## src/rtl/sram_ctrl.sv

```systemverilog
// SRAM controller with banked addressing and a read-only ROM overlay window.
// Strobes, address and read data are registered alongside the FSM state.
module sram_ctrl #(
  parameter int CPU_AW     = 16,
  parameter int SRAM_AW    = 18,
  parameter int DW         = 8,
  parameter int READ_WAIT  = 2,
  parameter int WRITE_WAIT = 3,
  parameter int ROM_EN     = 1,
  parameter int ROM_BASE   = 0,
  parameter int ROM_SIZE   = 256
) (
  input  logic                      i_clk,
  input  logic                      i_reset_n,
  input  logic                      i_cs,
  input  logic                      i_we,
  input  logic [CPU_AW-1:0]         i_addr,
  input  logic [SRAM_AW-CPU_AW-1:0] i_bank,
  input  logic [DW-1:0]             i_dat,
  output logic [DW-1:0]             o_dat,
  output logic                      o_ack,
  output logic [SRAM_AW-1:0]        o_sram_addr,
  output logic [DW-1:0]             o_sram_dat,
  output logic                      o_sram_dat_oe,
  input  logic [DW-1:0]             i_sram_dat,
  output logic                      o_sram_cs_n,
  output logic                      o_sram_oe_n,
  output logic                      o_sram_we_n,
  output logic [$clog2(ROM_SIZE)-1:0] o_rom_addr,
  input  logic [DW-1:0]             i_rom_dat
);

  localparam int RAW = $clog2(ROM_SIZE);
  localparam logic [3:0] RD_W = 4'(READ_WAIT);
  localparam logic [3:0] WR_W = 4'(WRITE_WAIT);
  localparam logic [31:0] ROM_LO = 32'(ROM_BASE);
  localparam logic [31:0] ROM_HI = 32'(ROM_BASE + ROM_SIZE);

  typedef enum logic [2:0] {
    IDLE,
    SETUP,
    ACCESS,
    HOLD,
    ROM,
    ACK
  } state_t;

  state_t      state;
  logic [3:0]  cnt;
  logic        we_q;
  logic [31:0] addr_w;
  logic        rom_hit;

  assign addr_w  = 32'(i_addr);
  assign rom_hit = (ROM_EN != 0) && !i_we &&
                   (addr_w >= ROM_LO) && (addr_w < ROM_HI);

  always_ff @(posedge i_clk) begin
    if (!i_reset_n) begin
      state         <= IDLE;
      cnt           <= 4'd0;
      we_q          <= 1'b0;
      o_ack         <= 1'b0;
      o_dat         <= '0;
      o_sram_addr   <= '0;
      o_sram_dat    <= '0;
      o_sram_dat_oe <= 1'b0;
      o_sram_cs_n   <= 1'b1;
      o_sram_oe_n   <= 1'b1;
      o_sram_we_n   <= 1'b1;
      o_rom_addr    <= '0;
    end else begin
      o_ack <= 1'b0;
      unique case (state)
        IDLE: begin
          if (i_cs) begin
            o_sram_addr <= {i_bank, i_addr};
            o_sram_dat  <= i_dat;
            we_q        <= i_we;
            if (rom_hit) begin
              state      <= ROM;
              o_rom_addr <= RAW'(i_addr - CPU_AW'(ROM_BASE));
            end else begin
              state         <= SETUP;
              o_sram_cs_n   <= 1'b0;
              o_sram_oe_n   <= i_we;
              o_sram_dat_oe <= i_we;
            end
          end
        end
        SETUP: begin
          state       <= ACCESS;
          cnt         <= we_q ? WR_W : RD_W;
          o_sram_we_n <= !we_q;
        end
        ACCESS: begin
          if (cnt == 4'd1) begin
            cnt <= 4'd0;
            if (we_q) begin
              state       <= HOLD;
              o_sram_we_n <= 1'b1;
            end else begin
              // last strobe cycle: SRAM data is settled here
              state       <= ACK;
              o_dat       <= i_sram_dat;
              o_ack       <= 1'b1;
              o_sram_cs_n <= 1'b1;
              o_sram_oe_n <= 1'b1;
            end
          end else begin
            cnt <= cnt - 4'd1;
          end
        end
        HOLD: begin
          state         <= ACK;
          o_ack         <= 1'b1;
          o_sram_cs_n   <= 1'b1;
          o_sram_dat_oe <= 1'b0;
        end
        ROM: begin
          state <= ACK;
          o_dat <= i_rom_dat;
          o_ack <= 1'b1;
        end
        ACK: begin
          state <= IDLE;
        end
        default: begin
          state <= IDLE;
        end
      endcase
    end
  end

endmodule

```

## config.mk

```make
export PLATFORM = sky130hd
export DESIGN_NAME = sram_ctrl
export DESIGN_NICKNAME = d
export VERILOG_FILES = /design/src/rtl/sram_ctrl.sv
export SDC_FILE = /design/constraint.sdc
export NUM_CORES = 1
export LEC_CHECK = 0
export ABC_AREA = 1
export CAP_MARGIN = 20
export CORE_AREA = 5 5 71 73
export DETAILED_ROUTE_END_ITERATION = 10
export DIE_AREA = 0 0 76 78
export DONT_BUFFER_PORTS = 1
export PLACE_DENSITY = 0.69
export SKIP_CTS_REPAIR_TIMING = 1
export SLEW_MARGIN = 20
export SYNTH_ARGS = -nofsm -noshare
export SYNTH_HDL_FRONTEND = slang
export SYNTH_SLANG_ARGS = --single-unit
export TNS_END_PERCENT = 5
```

## constraint.sdc

```tcl
create_clock -name i_clk -period 2.15 [get_ports i_clk]
set_input_delay 0.43 -clock i_clk [delete_from_list [all_inputs] [get_ports i_clk]]
set_output_delay 0.43 -clock i_clk [all_outputs]
set_load 0.03 [all_outputs]
```

# Word level (Yosys, flattened, before mapping)
# Cells that the tools add are included.
[word_totals] rom_bits=0 wordCells=70 reg_bits=55 latch_bits=0 ramBits=0 mem_count=0
[classes] n_reduce_logical=19 n_mux=26 div=0 addsub=1 n_bitwise=0 order_cmp=2 n_mul=0 eq_ne=10 shift=0
[op_table] cell=">= comparator 16 x 1 -> 1 bit (second input constant)" n=1
[op_table] cell="less-than comparator 16 x 9 -> 1 bit (second input constant)" n=1
[op_table] cell="two-way mux 8 bit" n=2
[op_table] cell="one-hot mux 8 bit (2 select lines)" n=1
[op_table] cell="two-way mux 3 bit" n=4
[op_table] cell="one-hot mux 3 bit (4 select lines)" n=1
[op_table] cell="AND reduction 3 bit" n=4
[op_table] cell="two-way mux 1 bit" n=11
[op_table] cell="inequality test 2 bit (second input constant)" n=5
[op_table] cell="AND reduction 5 bit" n=2
[op_table] cell="one-hot mux 1 bit (2 select lines)" n=4
[op_table] cell="one-hot mux 4 bit (2 select lines)" n=1
[op_table] cell="nonzero test 2 bit" n=4
[op_table] cell="equality test 3 x 2 -> 1 bit (second input constant)" n=2
[op_table] cell="equality test 4 x 1 -> 1 bit (second input constant)" n=1
[op_table] cell="two-way mux 4 bit" n=1
[op_table] cell="AND reduction 2 bit" n=2
[op_table] cell="subtractor 4 x 1 -> 4 bit (second input constant)" n=1
[op_table] cell="equality test 3 x 1 -> 1 bit (second input constant)" n=1
[op_table] cell="equality test 3 bit (second input constant)" n=1
[op_table] cell="logical NOT 3 bit" n=1
[op_table] cell="one-hot mux 1 bit (3 select lines)" n=1
[op_table] cell="nonzero test 3 bit" n=1
[op_table] cell="logical AND 1 bit" n=2
[op_table] cell="2 further kinds" n=3

# Depth between registers and ports, before layout
# Gate-level depths: netlist of run 1.
[logic_depth] depth_word=6 depth_mapped=10

# Worst setup path before layout of run 1
# Ideal clock, no wire load.
[synth_timing] path_type="input to register" start="input i_addr[10]" end="register o_rom_addr[0]" t_arrival_ns=1.236 required_ns=2.034 slack_ns=0.799 path_buffers=0 cell_stages=8 setup_time_ns=0.116 cell_sequence="nor2_1 > nand2_1 > nor2_1 > nand3_4 > nor2_4 > inv_2 > nor2_1 > nor2_1"
[synth_between] elab_chain_len=4 word_cells_on_any_way=5
[synth_rtl] item="start, declared" line="17" rtl="input logic [CPU_AW-1:0] i_addr,"
[synth_rtl] item=">= comparator 16 x 1 -> 1 bit" line="56" rtl="(addr_w >= ROM_LO) && (addr_w < ROM_HI);"
[synth_rtl] item="logical AND 1 bit" line="55" rtl="assign rom_hit = (ROM_EN != 0) && !i_we &&"
[synth_rtl] item="logical AND 1 bit *" line="56"
[synth_rtl] item="AND reduction 3 bit (no line) *"
[synth_rtl] item="end signal, assigned" line="82" rtl="o_rom_addr <= RAW'(i_addr - CPU_AW'(ROM_BASE));"
[synth_rtl] item="end, declared" line="29" rtl="output logic [$clog2(ROM_SIZE)-1:0] o_rom_addr,"
# Mark *: on every way between the ends. The rest lies on a longest branch, timed or not.
# A chain may end at the register's enable or synchronous reset.

# Worst setup path in the final report of run 1
[layout_timing] start="register state[0]" end="register o_sram_addr[16]"
[layout_between] elab_chain_len=2
[layout_rtl] item="start, declared" line="48" rtl="state_t state;"
[layout_rtl] item="start signal, assigned" line="60" rtl="state <= IDLE;"
[layout_rtl] item="start signal, assigned" line="81" rtl="state <= ROM;"
[layout_rtl] item="start signal, assigned" line="84" rtl="state <= SETUP;"
[layout_rtl] item="logical NOT 3 bit" line="74" rtl="unique case (state)"
[layout_rtl] item="AND reduction 2 bit (no line)"
[layout_rtl] item="end signal, assigned" line="77" rtl="o_sram_addr <= {i_bank, i_addr};"
[layout_rtl] item="end, declared" line="22" rtl="output logic [SRAM_AW-1:0] o_sram_addr,"
# Every way passes these cells.

==> impl_metrics.tcl, run 1 <==
set metrics [dict create \
    seq_power_share 0.545 \
    hpwl_mm 3.672 \
    synthMuxAreaShare 0 \
    avgSynthCellArea_um2 7.300 \
    antenna_left 0 \
    postRouteWirelength_mm 5.144 \
    synth_fp_nets 362 \
    antenna_cells 0 \
    p_int_w 0.001844 \
    cts_made_buffers 5 \
    grt_pass1_wl_mm 8.659 \
    ys_warn_count 0 \
    clock_latency_ns 0.30 \
    synth-adder-area-share 0.01092 \
    drive_above_1_share 0.07987 \
    slew_headroom 0.5195 \
    wl_per_cell_um 14.09 \
    ir_worst_vdd_v 0.0005302 \
    post-route-min-period_ns 1.638 \
    rsz0062_at_grt "no" \
    place_congestion 0.9268 \
    slowest_stage "dfxtp_1" \
    comb_power_share 0.269 \
    cpPeakStageDelay_ns 0.37 \
    instances_no_fill 365 \
    core_mm2 0.004294 \
    hold_viol_final 0 \
    endpoint_kind "register" \
    maxCapViolCount 0 \
    area_delta_synth_final_pct 4.367 \
    grt-busiest-layer "met2" \
    gr-usage-met2 0.2791 \
    crit_path_start_kind "register" \
    overflow 0 \
    slew_violations 0 \
    dieArea_mm2 0.005928 \
    worst_ep_arrival_time_ns 1.87 \
    synth.area.top_cells "dfxtp_1, nand2_1, nor2_1, o21ai_0, a21oi_1" \
    ctsRootBufferMaster "clkbuf_8" \
    antenna_found_initial 0 \
    cts_buffer_depth 2 \
    hold_class "primary input to register" \
    clkPwrFrac 0.186 \
    path_max_fanout 26 \
    switching_share 0.4417 \
    synth-simple-area-share 0.2948 \
    ys_seq_area_frac 0.4803 \
    p_switching_w 0.001459 \
    tns_ns 0 \
    use_met3 0.07986 \
    clock-sinks 55 \
    firstDrtPassIters 4 \
    path_clk_slew_ns 0.09 \
    grt_max_degree 33 \
    drc_errors 0 \
    vias 1912 \
    worstPathCellList "nor2_2, inv_2, nor2_4, nand2_2, inv_2, nand2_1, a21oi_1" \
    leakagePower_nw 1.041 \
    io_buffers 0 \
    htree_levels 2 \
    num_io_pins 93 \
    cts_tree "done" \
    fin_crit_sh 0.7621 \
    synth_top_area_cell "dfxtp_1" \
    worst-slew-pin-transition_ns 0.7199 \
    grt_usage 0.1756 \
    viasPerCell 5.238 \
    p_per_area_mw_per_mm2 1381 \
    drt-initial-drc-count 137 \
    worstSetupPathType "register to register" \
    grt_use_met1 0.2112 \
    syn_inst 314 \
    crit_top_cell "inv_2" \
    synth_compound_area_frac 0.1359 \
    rows 24 \
    fill_cells 433 \
    synth_top_family_by_area "simple AND/OR/NAND/NOR gates" \
    synth-xor-area-share 0.003821 \
    ys_types 25 \
    fp.dieH_um 78 \
    dp.cells 357 \
    cp.required_ns 2.38 \
    status "complete, no violations" \
    skew_ns 0.003447 \
    fin_nets 360 \
    grt_pass1_vias 1802 \
    max_freq_mhz 610.3 \
    initial_core_util 0.5338 \
    die_x_um 76 \
    synth_area_mm2 0.002292 \
    ys_ff_latch 55 \
    finalSetupViolations 0 \
    synth_top_area_frac 0.4803 \
]
[flip-flops by register name (all words and copies together) (netlist names), 3 cells and up]
signal and flops:
o_rom_addr 8, o_sram_addr 18, o_dat 8, cnt 4, o_sram_dat 8, state 3
[power groups by stage]
stage | sequential (W) | combinational, W | clock (W)
floorplan | 0.00178 | 0.000804 | 0
global placement | 0.00183 | 0.000873 | 0
detailed placement | 0.00183 | 0.000889 | 0
CTS | 0.00181 | 0.000890 | 0.000635
global route | 0.00184 | 0.00104 | 0.000686
finish | 0.00180 | 0.000887 | 0.000614
[worst paths after layout]
kind / from / to / slack [ns] / depth (start not counted)
worst max-delay path: state[0]$_SDFFE_PN0N_ / o_sram_addr[16]$_SDFFE_PN0P_ / 0.51 / 7
worst min-delay path: i_reset_n / o_sram_we_n$_SDFFE_PN1P_ / 0.21 / 1
worst max register to register: state[0]$_SDFFE_PN0N_ / o_sram_addr[16]$_SDFFE_PN0P_ / 0.51 / 7
worst min register to register: cnt[3]$_SDFFE_PN0P_ / cnt[3]$_SDFFE_PN0P_ / 0.49 / 2
[through the flow]
step	instance area, µm²	utilization	hold slack, ns	power, W	worst slack [ns]
finish	2392	0.5571	0.2088	0.003304	0.5115
floorplan	2292	-	0.4563	0.002579	0.7986
CTS	2392	0.5571	0.2008	0.003333	0.4951
global placement	2292	0.5338	0.4766	0.002699	0.5521
global route	2392	0.5571	0.1908	0.003564	0.2907
detailed placement	2292	0.5338	0.4777	0.002718	0.5248
[placed cells by master, fill, tap and decap left out]
cell | Yosys | routed
nor2_2 | 2 | 2
nand4_1 | 2 | 2
nand2_2 | 2 | 2
nor2_1 | 62 | 62
o31ai_1 | 1 | 1
nand3_1 | 10 | 10
nor2_4 | 3 | 3
o21ai_1 | 3 | 3
a31oi_1 | 2 | 2
nand2_4 | 1 | 1
clkbuf_8 | 0 | 7
clkbuf_1 | 4 | 1
inv_1 | 19 | 19
a21oi_1 | 25 | 25
dfxtp_1 | 55 | 55
nand3_4 | 1 | 1
inv_2 | 7 | 7
xor2_1 | 1 | 1
ha_1 | 2 | 2
buf_4 | 1 | 1
nand2_1 | 78 | 78
a211oi_2 | 1 | 1
o21ai_0 | 26 | 26
o2111ai_1 | 1 | 1
[cell type report]
cell class	count	area, µm²	share of cell area
well taps	52	65.06	0.02720
flip-flops and latches	55	1101	0.4603
repair buffers	1	7.507	0.003138
inverters	26	97.59	0.04080
clock buffers	8	100.1	0.04184
multi-input cells	223	1021	0.4268
[per-layer routing]
layer  part of all wire  wire, µm  vias up
met5                  0         0        -
met4              0.019        98        0
met3               0.10       528       10
met2               0.44      2288       80
met1               0.43      2228      832
li1                   -         -      990
[worst max-delay path, delay by kind of cell (launching register included)]
| family | cells | cell delay, ns |
|---|---|---|
| AO/OA/AOI/OAI | 1 | 0.13 |
| buffers and inverters | 2 | 0.45 |
| flip-flops | 1 | 0.37 |
| AND/OR/NAND/NOR | 4 | 0.61 |
[logic make-up (layout without fill, tap and decap cells)]
kind of cell / count (synthesis) / after routing
buf+inv: 36 / 35
flops: 55 / 55
fa+ha+maj: 2 / 2
compound gates: 59 / 59
xor+xnor: 1 / 1
simple gates: 161 / 161
[cell usage after synthesis (all sizes together)]
library cell / count
nand2: 81
o21ai: 29
inv: 26
o31ai: 1
nand4: 2
xor2: 1
nor2: 67
buf: 6
dfxtp: 55
clkbuf: 4
a21oi: 25
ha: 2
a31oi: 2
o2111ai: 1
nand3: 11
a211oi: 1
Note: power is estimated with default switching activity, not from simulation.
==> inputs of run 2 (changes only) <==
--- a/config.mk
+++ b/config.mk
@@ -11,7 +11,7 @@
 export DETAILED_ROUTE_END_ITERATION = 10
 export DIE_AREA = 0 0 76 78
 export DONT_BUFFER_PORTS = 1
-export PLACE_DENSITY = 0.69
+export PLACE_DENSITY = 0.71
 export SKIP_CTS_REPAIR_TIMING = 1
 export SLEW_MARGIN = 20
 export SYNTH_ARGS = -nofsm -noshare
==> constraint.sdc (replaced) <==
create_clock -name i_clk -period 1.4 [get_ports i_clk]
set_input_delay 0.28 -clock i_clk [delete_from_list [all_inputs] [get_ports i_clk]]
set_output_delay 0.28 -clock i_clk [all_outputs]
set_load 0.03 [all_outputs]
==> run 2 against run 1 <==
Sequential power increased by 54%. Utilization increased by 3.4 points. Count of clock-buffer cells in the layout decreased by 2. Sequential share of layout area decreased by 2.4 points. Flip-flop and latch count unchanged. Maximum frequency increased by 19%. Design area increased by 6.0%. Die area unchanged. Combinational power increased by 92%. Critical endpoint is now o_sram_addr[10]$_SDFFE_PN0P_. Worst setup slack got worse by 0.49 ns. Largest cell class unchanged. First-iteration DRC count decreased by 16%. Global-route usage increased by 0.65 points.
==> impl_metrics.tcl, run 2 (same netlist as run 1, synthesis figures left out) <==
set metrics [dict create \
    status "complete, no violations" \
    largest_reg_flops 18 \
    antenna_found_initial 0 \
    hold_class "primary input to register" \
    finalSetupViolations 0 \
    hold_viol_final 0 \
    drive_above_1_share 0.1508 \
    htree_levels 2 \
    post-route-min-period_ns 1.382 \
    die_x_um 76 \
    cp.required_ns 1.62 \
    max_freq_mhz 723.4 \
    tns_ns 0 \
    antenna_cells 0 \
    final_common_cell "nand2_1" \
    final_cell_mix "nand2_1, nor2_1, dfxtp_1, a21oi_1, o21ai_0" \
    slew_violations 0 \
    worstSetupPathType "register to register" \
    maxCapViolCount 0 \
    endpoint_kind "register" \
    firstDrtPassIters 4 \
    crit_path_start_kind "register" \
    clock-sinks 55 \
    io_buffers 0 \
    postRouteWirelength_mm 5.509 \
    drt-initial-drc-count 115 \
    grt_usage 0.1821 \
    worst_ep_arrival_time_ns 1.61 \
    grt_pass1_wl_mm 9.011 \
    initial_core_util 0.5338 \
    vias 2022 \
    slowest_stage "dfxtp_4" \
    leakagePower_nw 1.098 \
    fin_crit_sh 0.9873 \
    cts_made_buffers 5 \
    p_per_area_mw_per_mm2 2084 \
    cpPeakStageDelay_ns 0.37 \
    cts_tree "done" \
    overflow 0 \
    path_max_fanout 22 \
    place_congestion 0.8704 \
    slew_headroom 0.7578 \
    grt_max_degree 33 \
    fp.dieH_um 78 \
    core_mm2 0.004294 \
    skew_ns 0.005553 \
    critPathTopFamily "simple AND/OR/NAND/NOR gates" \
    ir_worst_vdd_v 0.0009314 \
    num_io_pins 93 \
    worst-path-buf-inv 3 \
    dieArea_mm2 0.005928 \
    grt_pass1_vias 1953 \
    viasPerCell 5.363 \
    crit_top_cell "nor2_4" \
    worst-slew-pin-transition_ns 0.3628 \
    antenna_left 0 \
    fin_util 0.5906 \
    cts_buffer_depth 2 \
    wl_per_cell_um 14.61 \
    clock_latency_ns 0.30 \
    worstPathCellList "nor2_4, inv_2, nor2_4, nand2_2, inv_4, buf_12, nand2_1, a21oi_1" \
    ctsRootBufferMaster "clkbuf_8" \
    path_clk_slew_ns 0.09 \
    drc_errors 0 \
    area_delta_synth_final_pct 10.64 \
    top_register "o_sram_addr" \
    rsz0062_at_grt "yes" \
    fin_nets 374 \
    hpwl_mm 3.940 \
    rows 24 \
]
## run 2: path summary, 6_finish.rpt
kind	start	endpoint	slack (ns)	cells after the start
worst min register to register	cnt[3]$_SDFFE_PN0P_	cnt[3]$_SDFFE_PN0P_	0.50	2
worst max register to register	state[1]$_SDFFE_PN0N_	o_sram_addr[10]$_SDFFE_PN0P_	0.02	8
worst max-delay path	state[1]$_SDFFE_PN0N_	o_sram_addr[10]$_SDFFE_PN0P_	0.02	8
worst min-delay path	i_reset_n	o_sram_cs_n$_SDFFE_PN1P_	0.07	1
## run 2: power by group
group	switching [W]	internal (W)
sequential	0.000835	0.00195
clock	0.000468	0.000335
combinational	0.00105	0.000648
## run 2: area by class of cell
cell class,instances,area [µm²]
Tap cell,52,65.06
Clock buffer,6,72.57
Fill cell,436,1758
Inverter,26,102.6
Sequential cell,55,1107
Timing Repair Buffer,14,121.4
Multi-Input combinational cell,224,1067
## run 2: metal layers
metal | GRT usage | vias to the layer above | share of wire
li1 | - | 1021 | -
met1 | 0.2164 | 906 | 0.40
met2 | 0.2911 | 85 | 0.47
met3 | 0.08218 | 10 | 0.10
met4 | 0.06228 | 0 | 0.021
met5 | 0 | - | 0
## run 2: worst reg2reg max path, delay by kind of cell, from the launching register on
family                 cells  cell delay [ns]
AO/OA/AOI/OAI              1             0.15
buffers and inverters      3             0.31
flip-flops                 1             0.37
AND/OR/NAND/NOR            4             0.47
## run 2: stage by stage
stage                     hold slack, ns  setup slack, ns  total power, W  cells  instance area, µm²
after floorplan                   0.4149          0.09984        0.003961    314                2292
after global placement            0.3715          0.01016        0.004297    367                2380
after detailed placement          0.3739        -0.008157        0.004338    367                2380
after CTS                        0.05406         -0.02530        0.005148    373                2452
after global routing             0.05166         -0.07790        0.005687    377                2536
final                            0.06526          0.01773        0.005285    377                2536
==> inputs of run 3 (changes only) <==
--- a/config.mk
+++ b/config.mk
@@ -13,6 +13,7 @@
 export DONT_BUFFER_PORTS = 1
 export PLACE_DENSITY = 0.71
 export SKIP_CTS_REPAIR_TIMING = 1
+export SKIP_LAST_GASP = 1
 export SLEW_MARGIN = 20
 export SYNTH_ARGS = -nofsm -noshare
 export SYNTH_HDL_FRONTEND = slang
==> run 3 against run 2 <==
Critical endpoint unchanged. Cell count did not move. Critical path depth did not move. Die area did not move. Highest routed layer unchanged.
==> impl_metrics.tcl, run 3 (same netlist as run 1, synthesis figures left out) <==
set metrics [dict create \
    final_cell_mix "nand2_1, nor2_1, dfxtp_1, a21oi_1, o21ai_0" \
    fin_nets 374 \
    firstDrtPassIters 4 \
    ctsRootBufferMaster "clkbuf_8" \
    antenna_cells 0 \
    endpoint_kind "register" \
    clock_latency_ns 0.30 \
    path_max_fanout 22 \
    clock-sinks 55 \
    max_freq_mhz 723.2 \
    num_io_pins 93 \
    final_common_cell "nand2_1" \
    grt_max_degree 33 \
    maxCapViolCount 0 \
    drive_above_1_share 0.1477 \
    worstSetupPathType "register to register" \
    htree_levels 2 \
    antenna_left 0 \
    status "complete, no violations" \
    worst-slew-pin-transition_ns 0.3623 \
    viasPerCell 5.366 \
    skew_ns 0.005269 \
    postRouteWirelength_mm 5.517 \
    antenna_found_initial 0 \
    cts_tree "done" \
    cp.required_ns 1.62 \
    hpwl_mm 3.940 \
    design_area_mm2 0.002536 \
    leakagePower_nw 1.101 \
    rsz0062_at_grt "yes" \
    cts_made_buffers 5 \
    grt_usage 0.1821 \
    crit_path_start_kind "register" \
    top_register "o_sram_addr" \
    rows 24 \
    grt_pass1_vias 1953 \
    die_x_um 76 \
    fp.dieH_um 78 \
    core_mm2 0.004294 \
    vias 2023 \
    cts_buffer_depth 2 \
    area_delta_synth_final_pct 10.64 \
    finalSetupViolations 0 \
    drt-initial-drc-count 109 \
    hold_viol_final 0 \
    grt_pass1_wl_mm 9.011 \
    place_congestion 0.8704 \
    ir_worst_vdd_v 0.0009297 \
    largest_reg_flops 18 \
    tns_ns 0 \
    hold_class "primary input to register" \
    slew_headroom 0.7581 \
    slew_violations 0 \
    path_clk_slew_ns 0.09 \
    fin_crit_sh 0.9877 \
    drc_errors 0 \
    overflow 0 \
    initial_core_util 0.5338 \
    place_area_mm2 0.002380 \
    worst_ep_arrival_time_ns 1.61 \
    wl_per_cell_um 14.63 \
    dieArea_mm2 0.005928 \
    p_per_area_mw_per_mm2 2083 \
    post-route-min-period_ns 1.383 \
    io_buffers 0 \
]
run 3: cell counts in the layout (fill, tap and decap cells not counted):
Identical to the previous run, type by type.
run 3: worst max-delay path, stage by stage, from the launching register on:
cell and delay, ns:
dfxtp_4 0.37, nor2_4 0.12, inv_2 0.06, nor2_4 0.16, nand2_2 0.11, inv_4 0.10, buf_12 0.15, nand2_1 0.06
a21oi_1 0.15
run 3: where the power goes:
group          total, W  internal, W  switching (W)  leakage, nW
combinational   0.00170     0.000646        0.00105        0.612
clock          0.000804     0.000335       0.000469       0.0371
sequential      0.00278      0.00195       0.000835        0.451
total           0.00528      0.00293        0.00235         1.10
run 3: path summary, 6_finish.rpt:
path | start | endpoint | slack [ns] | depth (start not counted)
hold / removal | i_reset_n | o_sram_cs_n$_SDFFE_PN1P_ | 0.07 | 1
setup / recovery | state[1]$_SDFFE_PN0N_ | o_sram_addr[10]$_SDFFE_PN0P_ | 0.02 | 8
setup reg to reg | state[1]$_SDFFE_PN0N_ | o_sram_addr[10]$_SDFFE_PN0P_ | 0.02 | 8
hold reg to reg | cnt[3]$_SDFFE_PN0P_ | cnt[3]$_SDFFE_PN0P_ | 0.50 | 2
run 3: metal layers:
metal / global-route usage / vias to the layer above / wire [µm]
met5: 0 / - / 0
met2: 0.2911 / 82 / 2599
met4: 0.06228 / 0 / 118
li1: - / 1018 / -
met3: 0.08218 / 10 / 559
met1: 0.2164 / 913 / 2240
run 3: layout make-up:
| type | count | area, µm² |
|---|---|---|
| well taps | 52 | 65.06 |
| multi-input cells | 224 | 1067 |
| inverters | 26 | 102.6 |
| clock buffers | 6 | 72.57 |
| repair buffers | 14 | 121.4 |
| fillers | 436 | 1758 |
| flip-flops and latches | 55 | 1107 |
run 3: metrics by stage:
step | total power (W) | std cells | setup WS, ns | hold WS, ns | util
3_5_place_dp | 0.004338 | 367 | -0.008157 | 0.3739 | 0.5542
3_3_place_gp | 0.004297 | 367 | 0.01016 | 0.3715 | 0.5542
6_report | 0.005282 | 377 | 0.01723 | 0.06518 | 0.5906
2_1_floorplan | 0.003961 | 314 | 0.09984 | 0.4149 | -
5_1_grt | 0.005683 | 377 | -0.07664 | 0.05165 | 0.5906
4_1_cts | 0.005148 | 373 | -0.02530 | 0.05406 | 0.5711
==> edit 1: new RTL, config.mk and constraints of run 2 <==
`ROM_SIZE`: 256 -> 512.
--- a/src/rtl/sram_ctrl.sv
+++ b/src/rtl/sram_ctrl.sv
@@ -8,7 +8,7 @@
   parameter int WRITE_WAIT = 3,
   parameter int ROM_EN     = 1,
   parameter int ROM_BASE   = 0,
-  parameter int ROM_SIZE   = 256
+  parameter int ROM_SIZE   = 512
 ) (
   input  logic                      i_clk,
   input  logic                      i_reset_n,
Interface: changed (resized o_rom_addr); port bits go from 93 to 94. No check against the original RTL was run, so the function may have changed too.
==> edit 1 against run 2 <==
Sequential cell count grew 1. Synthesized area grew 2.0%. Clock power grew 11%. Setup slack gained 0.054 ns. Routed wire length shrank 1.4%. Total power grew 10%. Sequential share of layout area shrank 0.60 points. Cell area grew 3.1%.
==> edit 1: results (changes against run 2) <==
[global_route]
grt_max_degree = 50  ; +52%
grt_usage_pct = 18.2  ; -0.049 points
grt_pass1_wl_um = 9070  ; +0.61%
grt_pass1_vias = 1911  ; -2.2%

[cts]
clockRootBuffer = clkbuf_8
clock_latency_ns = 0.30  ; about the same

[drt]
vias_per_cell = 5.32  ; -0.82%
drtIter0Drc = 107  ; -7.0%
wl_um = 5430  ; -1.4%

[power]
ir_worst_vdd_v = 0.000949  ; +1.9%
p_leak_nw = 1.19  ; +8.1%

[timing]
finClkSkew_ns = 0.00507  ; -0.000486 ns
tightest_slew_ns = 0.362  ; -0.00111 ns

[finish]
drive_gt1_share_pct = 15.0  ; -0.062 points
fillers = 385  ; -12%
areaGrowthSynthToFinish_pct = 11.8
finalNetCount = 380  ; +1.6%
final_cells = 385  ; +2.1%

[place]
port_buffers = 0  ; unchanged
placed_cell_area_um2 = 2420  ; +1.6%
gp_congestion = 0.844  ; -3.0%
dp_hpwl_um = 3810  ; -3.2%
dp_worst_setup_slack_ns = -0.00259  ; +0.00557 ns
numPlacedInstances = 374  ; +1.9%

[hold_path]
hold_class = input pin to flip-flop

[worst_setup_path]
cp_max_fo = 9  ; -59%
cp_slowest_cell = dfxtp_2
arrival_ns = 1.53  ; -0.08 ns
max_stage_delay_ns = 0.37  ; about the same

[synth]
yosys-top-cells-area = dfxtp_1 48%, nor2_1 16%, o21ai_0 9.6%
synth_cell_types = 24  ; -4.0%
synth_common_cells = 101 x nor2_1, 56 x dfxtp_1, 49 x nand2_1, 45 x o21ai_0, 19 x nand3_1
synth.yosys.seq_area_share_pct = 47.9  ; -0.095 points
synth_area_per_cell_um2 = 7.24  ; -0.82%

[run_status]
status = finished clean

==> edit 1: worst paths after layout <==
| path | from | end | slack (ns) | depth (start not counted) |
|---|---|---|---|---|
| worst max-delay path | state[0]$_SDFFE_PN0N_ | o_rom_addr[0]$_SDFFE_PN0P_ | 0.07 | 8 |
| worst min register to register | cnt[3]$_SDFFE_PN0P_ | cnt[3]$_SDFFE_PN0P_ | 0.47 | 2 |
| worst min-delay path | i_reset_n | o_sram_oe_n$_SDFFE_PN1P_ | 0.07 | 1 |
| worst max register to register | state[0]$_SDFFE_PN0N_ | o_rom_addr[0]$_SDFFE_PN0P_ | 0.07 | 8 |
==> edit 1: cell families after synthesis <==
logic type,synth area share (%)
compound gates,12.3
fa+ha+maj,1.07
flops,47.9
xor+xnor,0.375
buf+inv,5.78
simple gates,32.6
==> edit 1: where the power goes <==
group	total (mW)	internal, mW	switching, mW
Combinational	1.93	0.727	1.20
Clock	0.888	0.396	0.492
Sequential	3.02	2.03	0.984
Total	5.83	3.16	2.68
==> edit 1: layer usage <==
metal	up-vias	part of all wire (%)	wire, um	GRT usage (%)
met5	-	0	0	0
met4	0	0.90	49	4.27
met3	5	9.1	495	7.64
met2	73	47	2560	30.2
met1	921	43	2330	21.7
li1	1049	-	-	-
==> edit 1: final cells by class <==
| cell class | instances | area share [%] |
|---|---|---|
| flip-flops and latches | 56 | 43.1 |
| well taps | 52 | 2.49 |
| clock inverters | 2 | 0.383 |
| multi-input cells | 238 | 43.7 |
| clock buffers | 6 | 3.16 |
| repair buffers | 15 | 4.93 |
| inverters | 16 | 2.30 |
==> edit 1: worst reg2reg max path, delay by kind of cell, from the launching register on <==
family	cells	cell delay (ns)
buffers and inverters	2	0.21
DFF	1	0.37
and+or+nand+nor	6	0.65
==> edit 2: new RTL, settings of run 2 <==
Without the edit above. The 6 states of `state_t` get a one-hot encoding in 6 bits.
--- a/src/rtl/sram_ctrl.sv
+++ b/src/rtl/sram_ctrl.sv
@@ -36,13 +36,13 @@
   localparam logic [31:0] ROM_LO = 32'(ROM_BASE);
   localparam logic [31:0] ROM_HI = 32'(ROM_BASE + ROM_SIZE);
 
-  typedef enum logic [2:0] {
-    IDLE,
-    SETUP,
-    ACCESS,
-    HOLD,
-    ROM,
-    ACK
+  typedef enum logic [5:0] {
+    IDLE   = 6'b000001,
+    SETUP  = 6'b000010,
+    ACCESS = 6'b000100,
+    HOLD   = 6'b001000,
+    ROM    = 6'b010000,
+    ACK    = 6'b100000
   } state_t;
 
   state_t      state;
Function: no difference found for any inputs over 10 cycles, from zero or initial values and one cycle with i_reset_n low; not proved beyond that.
==> edit 2 against run 2 <==
The flow now finishes with violations (negative setup slack). Routed wire length grew 11%. Critical path type unchanged. Cell area up 15%. Sequential cell count up 3. Critical path depth is 1 lower. Setup slack worse by 0.033 ns. Synthesized area up 6.4%.
Power is not compared: it rests on default switching activity, and its combinational part moved more than twofold at a synthesized area within 25%.
==> edit 2: results (changes against run 2) <==
[run_status]
violations = negative setup slack
status = finished, violations left

[timing]
setup_viol = 3  ; +3
setup_slack_ns = -0.0149  ; -0.0326 ns
tightest_slew_ns = 0.392  ; +0.0293 ns
fin_setup_tns_ns = -0.0208  ; -0.0208 ns

[drt]
wl_met2_um = 3090  ; +19%
wl_met3_um = 510  ; -12%
drtIter0Drc = 141  ; +23%

[synth]
synth.yosys.seq_area_share_pct = 47.6  ; -0.45 points
synth_cell_types = 27  ; +8.0%
syn-num-nets = 374  ; +3.3%

[finish]
fillers = 379  ; -13%
clk_share_pct = 7.45  ; +4.6 points
multi_input_area_share_pct = 38.8  ; -3.3 points
sh_seq_area_pct = 39.9  ; -3.8 points
buf_share_pct = 7.49  ; +2.7 points
inv_count = 31  ; +19%
buffers = 20  ; +6
ff_latch_area_um2 = 1170  ; +5.3%

[global_route]
met3_usage_pct = 9.26  ; +1.0 points
grt_usage_pct = 19.9  ; +1.7 points

[place]
dp_hpwl_um = 4220  ; +7.1%
numPlacedInstances = 379  ; +3.3%
dp_worst_setup_slack_ns = -0.00534  ; +0.00282 ns

[cts]
htree_levels = 3  ; +1
clock_latency_ns = 0.33  ; +0.03 ns

[worst_setup_path]
r2r_cells = 7  ; -1
worstReg2RegEnd = o_sram_addr[14]$_SDFFE_PN0P_
cp_max_fo = 8  ; -64%

==> edit 2: cell count changes after synthesis, moves of 3 or more <==
cell     change
inv_1        +6
o21ai_0     +10
nand3_1     +12
nand2_1     -42
buf_2        +3
o21ai_1      +8
a21oi_1      -8
nand4_1      +3
dfxtp_1      +3
nor2_1      +15
inv_2        -3
==> edit 2: cell families (layout without fill, tap and decap cells) <==
| kind of cell | count (synthesis) | count (layout) | synth area share, % |
|---|---|---|---|
| AO/OA/AOI/OAI | 66 | 66 | 13.7 |
| XOR/XNOR | 2 | 2 | 0.718 |
| adder cells (fa/ha/maj) | 2 | 2 | 1.03 |
| buffers and inverters | 44 | 67 | 8.05 |
| flip-flops | 58 | 58 | 47.6 |
| AND/OR/NAND/NOR | 154 | 154 | 28.9 |
